==> config.mk <==
export PLATFORM = sky130hd
export DESIGN_NAME = sd_dac_sequencer_flat
export DESIGN_NICKNAME = d
export VERILOG_FILES = /design/src/rtl/sd_dac_sequencer_if.sv /design/src/rtl/sd_dac_sequencer.sv /design/src/flat_wrapper.sv
export SDC_FILE = /design/constraint.sdc
export NUM_CORES = 1
export LEC_CHECK = 0
export CORE_ASPECT_RATIO = 0.9
export CORE_MARGIN = 5
export CORE_UTILIZATION = 61
export CTS_BUF_LIST = sky130_fd_sc_hd__clkbuf_16
export CTS_CLUSTER_SIZE = 10
export DETAILED_ROUTE_END_ITERATION = 10
export PLACE_DENSITY_LB_ADDON = 0.08
export SETUP_SLACK_MARGIN = 0.3
export SLEW_MARGIN = 40
export SYNTH_ARGS = -nofsm -noshare
export SYNTH_HDL_FRONTEND = slang
export SYNTH_SLANG_ARGS = --single-unit
==> constraint.sdc <==
create_clock -name clk -period 8.3 [get_ports clk]
set_clock_uncertainty 0.05 [all_clocks]
set_input_delay 2.075 -clock clk [delete_from_list [all_inputs] [get_ports clk]]
set_output_delay 2.075 -clock clk [all_outputs]
set_load 0.03 [all_outputs]
==> src/rtl/sd_dac_sequencer_if.sv <==
// Stream sample handshake between an audio sample source and the DAC sequencer.
// The sequencer is the slave: it raises s_ready only on the cycle it takes a sample.
interface sd_dac_sequencer_if;
  logic               s_valid;
  logic signed [15:0] s_data;
  logic               s_ready;

  modport master (output s_valid, output s_data, input s_ready);
  modport slave  (input s_valid, input s_data, output s_ready);
endinterface

==> src/rtl/sd_dac_sequencer.sv <==
// Power-up / playback sequencer for a sigma-delta DAC: waits for PLL lock, settles the
// modulator on silence, then ramps a 0..256 gain applied to the selected sample source.
module sd_dac_sequencer #(
  parameter int unsigned OSR            = 128,
  parameter int unsigned LOCK_CYCLES    = 1024,
  parameter int unsigned SETTLE_SAMPLES = 16
) (
  input  logic               clk,
  input  logic               reset,
  input  logic               pll_locked,
  input  logic               run,
  input  logic               src_sel,
  input  logic signed [15:0] tone_sample,
  sd_dac_sequencer_if.slave  stream,
  output logic signed [15:0] sample_out,
  output logic               sample_stb,
  output logic               mod_reset,
  output logic               underrun,
  output logic [2:0]         state
);
  localparam int unsigned PW = (OSR > 1) ? $clog2(OSR) : 1;
  localparam int unsigned LW = $clog2(LOCK_CYCLES + 1);
  localparam int unsigned SW = $clog2(SETTLE_SAMPLES + 1);
  localparam logic [PW-1:0] PHASE_LAST  = PW'(OSR - 1);
  localparam logic [LW-1:0] LOCK_LAST   = LW'(LOCK_CYCLES - 1);
  localparam logic [SW-1:0] SETTLE_LAST = SW'(SETTLE_SAMPLES - 1);
  localparam logic [8:0]    GAIN_FULL   = 9'd256;

  typedef enum logic [2:0] {
    IDLE      = 3'd0,
    LOCK_WAIT = 3'd1,
    SETTLE    = 3'd2,
    RAMP_UP   = 3'd3,
    RUN       = 3'd4,
    RAMP_DOWN = 3'd5
  } state_t;

  state_t            state_q, state_d;
  logic [8:0]        gain_q, gain_d;
  logic [PW-1:0]     phase_q;
  logic [LW-1:0]     lock_cnt_q;
  logic [SW-1:0]     settle_cnt_q;
  logic              active_q, active_d, stb;
  logic signed [15:0] src;
  logic [24:0]       prod;

  assign active_q = state_q inside {SETTLE, RAMP_UP, RUN, RAMP_DOWN};
  assign active_d = state_d inside {SETTLE, RAMP_UP, RUN, RAMP_DOWN};
  assign stb      = active_q && (phase_q == PHASE_LAST);

  assign sample_stb     = stb;
  assign stream.s_ready = stb && src_sel;
  assign underrun       = stb && src_sel && !stream.s_valid;
  assign state          = state_q;

  // A missing stream sample is replaced by silence rather than stalling the strobe.
  assign src  = src_sel ? (stream.s_valid ? stream.s_data : '0) : tone_sample;
  assign prod = {{9{src[15]}}, src} * {16'd0, gain_q};

  always_comb begin
    state_d = state_q;
    gain_d  = gain_q;
    case (state_q)
      IDLE: if (run) state_d = LOCK_WAIT;
      LOCK_WAIT: begin
        if (!run) state_d = IDLE;
        else if (pll_locked && lock_cnt_q == LOCK_LAST) state_d = SETTLE;
      end
      SETTLE: begin
        if (!run) state_d = IDLE;
        else if (stb && settle_cnt_q == SETTLE_LAST) state_d = RAMP_UP;
      end
      RAMP_UP: begin
        if (stb && gain_q != GAIN_FULL) gain_d = gain_q + 9'd1;
        if (!run) state_d = RAMP_DOWN;
        else if (gain_d == GAIN_FULL) state_d = RUN;
      end
      RUN: begin
        gain_d = GAIN_FULL;
        if (!run) state_d = RAMP_DOWN;
      end
      RAMP_DOWN: begin
        if (stb && gain_q != '0) gain_d = gain_q - 9'd1;
        if (run) state_d = RAMP_UP;
        else if (stb && gain_q <= 9'd1) state_d = IDLE;
      end
      default: state_d = IDLE;
    endcase
    // Losing lock while the modulator is live overrides every other request.
    if (active_q && !pll_locked) state_d = IDLE;
    if (state_d inside {IDLE, LOCK_WAIT, SETTLE}) gain_d = '0;
  end

  always_ff @(posedge clk) begin
    if (reset) begin
      state_q      <= IDLE;
      gain_q       <= '0;
      phase_q      <= '0;
      lock_cnt_q   <= '0;
      settle_cnt_q <= '0;
      sample_out   <= '0;
      mod_reset    <= 1'b1;
    end else begin
      state_q   <= state_d;
      gain_q    <= gain_d;
      mod_reset <= (state_d == IDLE) || (state_d == LOCK_WAIT);
      phase_q   <= (active_q && active_d && !stb) ? phase_q + PW'(1) : '0;
      lock_cnt_q <= (state_q == LOCK_WAIT && state_d == LOCK_WAIT && pll_locked)
                    ? lock_cnt_q + LW'(1) : '0;
      if (state_d != SETTLE)   settle_cnt_q <= '0;
      else if (stb)            settle_cnt_q <= settle_cnt_q + SW'(1);
      // Scaling uses the gain held before this strobe's ramp step.
      if (!(state_d inside {RAMP_UP, RUN, RAMP_DOWN})) sample_out <= '0;
      else if (stb)            sample_out <= 16'($signed(prod) >>> 8);
    end
  end
endmodule

==> src/flat_wrapper.sv <==
// flat-port wrapper written by rule: the top's interface ports become plain ports
module sd_dac_sequencer_flat 
#(
  parameter int unsigned OSR            = 128,
  parameter int unsigned LOCK_CYCLES    = 1024,
  parameter int unsigned SETTLE_SAMPLES = 16
)
  (clk, reset, pll_locked, run, src_sel, tone_sample, sample_out, sample_stb, mod_reset, underrun, state, stream_s_valid, stream_s_data, stream_s_ready);
  sd_dac_sequencer_if stream_i ();
  input  logic clk;
  input  logic reset;
  input  logic pll_locked;
  input  logic run;
  input  logic src_sel;
  input  logic signed [15:0] tone_sample;
  output logic signed [15:0] sample_out;
  output logic sample_stb;
  output logic mod_reset;
  output logic underrun;
  output logic [2:0] state;
  input wire logic [$bits(stream_i.s_valid)-1:0] stream_s_valid;
  input wire logic [$bits(stream_i.s_data)-1:0] stream_s_data;
  output wire logic [$bits(stream_i.s_ready)-1:0] stream_s_ready;
  assign stream_i.s_valid = stream_s_valid;
  assign stream_i.s_data = stream_s_data;
  assign stream_s_ready = stream_i.s_ready;
  sd_dac_sequencer #(.OSR(OSR), .LOCK_CYCLES(LOCK_CYCLES), .SETTLE_SAMPLES(SETTLE_SAMPLES)) u_core (.clk(clk), .reset(reset), .pll_locked(pll_locked), .run(run), .src_sel(src_sel), .tone_sample(tone_sample), .stream(stream_i), .sample_out(sample_out), .sample_stb(sample_stb), .mod_reset(mod_reset), .underrun(underrun), .state(state));
endmodule
==> results.yml <==
placement:
  gp_congestion: 0.884
  dp_cells: 1177
  port_buffers: 60
  dp_hpwl_mm: 14.5
  post-place-ws_ps: -25.1
pwr:
  switching_power_uw: 129
  leakage_nw: 4.45
  clkPwrFrac_pct: 38.9
  vdd_drop_max_uv: 93.3
  power.density_nw_per_um2: 58.0
  power_uw: 526
  p_comb_share_pct: 13.5
  p_sw_share_pct: 24.5
  p_int_uw: 397
  seq_power_share_pct: 47.7
timing:
  slew_headroom_pct: 54.0
  worst_pin_slew_ps: 690
  timing.fmax_mhz: 130
  fin_ws_ps: 608
  report.final.setup_viol: 0
  min_period_over_period_pct: 92.7
  slew_violations: 0
  finalCriticalPeriod_ps: 7690
  setup_tns_ps: 0
  hold_viol_final: 0
  rsz0062_at_grt: "yes"
synthesis:
  ys_types: 62
  synth-main-ff-cell: "dfxtp_1"
  syn_nets: 1155
  synth_area_um2: 7780
  synth_area_leaders: "fa_1 29%, dfxtp_1 13%, ha_1 9.6%, inv_1 7.9%, nand2_1 6.2%"
  yosysSeqAreaShare_pct: 13.4
  synthArstFlopShare_pct: 0
  synth.top_cell.area_share_pct: 29.3
  synth_edf_count: 0
  ys_ff_latch: 52
  synth_top_cell_by_area: "fa_1"
  syn_inst: 943
  yosysMostFrequentCell: "inv_1"
  synth_area_per_cell_um2: 8.26
  synth_commonest_cells: "163 x inv_1, 129 x nand2_1, 114 x fa_1, 60 x ha_1, 54 x and2_1"
  ys_warn_count: 0
clock_network:
  clkSinkCount: 52
  tritoncts: "built"
  htree_levels: 2
  root_buffer: "clkbuf_16"
  numCtsBuffers: 5
  clk_pin_slew_ps: 70
  clock_latency_ps: 290
  clockBufferDepth: 2
drt:
  drtIter0Drc: 421
  vias: 6498
  avgRoutedWirePerCell_um: 15.6
  drtAntennaViolNets: 0
  drc: 0
  vias_per_cell: 5.47
  drtPass1Iterations: 5
  wl_mm: 18.6
grt:
  grt_pass1_wl_mm: 32.0
  grt_max_degree: 31
  grt_overflow: 0
  grtUsageTotal_pct: 26.5
  grt_pass1_vias: 6590
  antenna_found_initial: 0
worst_setup_path:
  arrival_ps: 7790
  cp_data_required_time_ps: 8400
  cp-end-kind: "flip-flop"
  crit_type: "input pin to flip-flop"
  worst_setup_path_start_kind: "input pin"
  path_max_fanout: 22
cells_and_area:
  register_area_um2: 1040
  fin_cells: 1189
  multi_input_area_um2: 6040
  fillers: 1014
  fin_nets: 1236
  drive_gt1_share_pct: 9.56
  syn_to_final_growth_pct: 16.5
  num_antenna_cells: 0
floorplan:
  initial_core_util_pct: 61.8
  core_um2: 12600
  ios: 61
  rows: 39
  die_h_um: 117
  die_area_um2: 15100
  dieWidth_um: 129
flow_run:
  drv_cap: 0
run_status:
  outcome: "finished clean"
hold_path:
  hold_class: "flip-flop to flip-flop"
cells by family (layout without fill, tap and decap cells):
logic type | Yosys count | count (layout) | share of synthesized area [%]
AOI/OAI and AO/OA | 122 | 122 | 10.3
adders and majority gates | 174 | 174 | 39.0
DFF | 52 | 52 | 13.4
and+or+nand+nor | 345 | 345 | 21.9
muxes | 2 | 2 | 0.273
buffers and inverters | 205 | 287 | 10.4
xor gates and xnor gates | 43 | 43 | 4.84
layout by cell type, fill, tap and decap left out, drive strengths merged, types with 26 or more instances in the layout:
master	synthesis	layout
a21oi	39	39
ha	60	60
o21ai	35	35
and2	55	55
fa	114	114
nand2	130	130
nand3	26	26
buf	10	55
inv	164	165
dfxtp	52	52
clkdlybuf4s50	0	60
nor2	51	51
final timing paths:
check                       start               endpoint  slack, ps  depth (start not counted)
max reg2reg      u_core.gain_q[6]  u_core.sample_out[12]       2740                         18
min          u_core.sample_out[3]   u_core.sample_out[3]        400                          2
min reg2reg  u_core.sample_out[3]   u_core.sample_out[3]        400                          2
max                       src_sel  u_core.sample_out[12]        610                         22
power by group through the flow:
stage / registers [mW] / logic, mW / clock network, mW
after global placement: 0.256 / 0.0646 / 0
after floorplan: 0.257 / 0.0227 / 0
after global routing: 0.251 / 0.0761 / 0.219
after CTS: 0.251 / 0.0653 / 0.207
after detailed placement: 0.256 / 0.0648 / 0
final: 0.251 / 0.0707 / 0.204
area by class of cell:
cell class / count / share of cell area [%]
Sequential cell: 52 / 11.5
Tap cell: 164 / 2.26
Clock inverter: 3 / 0.221
Timing Repair Buffer: 115 / 11.3
Multi-Input combinational cell: 686 / 66.6
Inverter: 164 / 6.79
Clock buffer: 5 / 1.38
layer usage:
metal / track usage [%] / vias to the layer above / routed length (µm)
met1: 37.5 / 3124 / 8480
met3: 4.72 / 24 / 1160
li1: - / 3146 / -
met2: 43.3 / 204 / 8670
met5: 0 / - / 0
met4: 5.32 / 0 / 286
what timing repair did:
item / in CTS / in global routing
buffers inserted: 0 / 4
hold buffers: 0 / 0
gates resized for setup: 1 / 32
hold endpoints to repair: 0 / 0
pin swaps: 0 / 7
setup endpoints to repair: 1 / 14
flip-flops by register name (all words and copies together) (netlist names):
| name | cells |
|---|---|
| u_core.sample_out | 16 |
| u_core.lock_cnt_q | 11 |
| u_core.gain_q | 9 |
| u_core.phase_q | 7 |
| u_core.settle_cnt_q | 5 |
| u_core.state | 3 |
| u_core.mod_reset | 1 |
metrics by stage:
| step | util [%] | area [µm²] | hold slack (ps) |
|---|---|---|---|
| after global routing | 72.1 | 9070 | 420 |
| after CTS | 71.0 | 8930 | 404 |
| after floorplan | - | 7780 | 368 |
| final | 72.1 | 9070 | 401 |
| after global placement | 69.8 | 8780 | 378 |
| after detailed placement | 69.8 | 8780 | 388 |
worst max-delay path: stages:
cell	delay, ps
clkdlybuf4s50_1	500
buf_6	230
nand3_1	160
o21ai_2	170
nand2_1	130
fa_1	540
inv_1	50
fa_1	480
fa_1	520
fa_1	550
inv_1	50
fa_1	530
inv_1	40
ha_1	330
a21oi_1	150
a21boi_0	110
a311oi_2	350
o21ai_2	130
or3_4	360
a21oi_2	150
or3_1	110
a31oi_1	70
No activity file was read; power rests on OpenSTA's default activity.
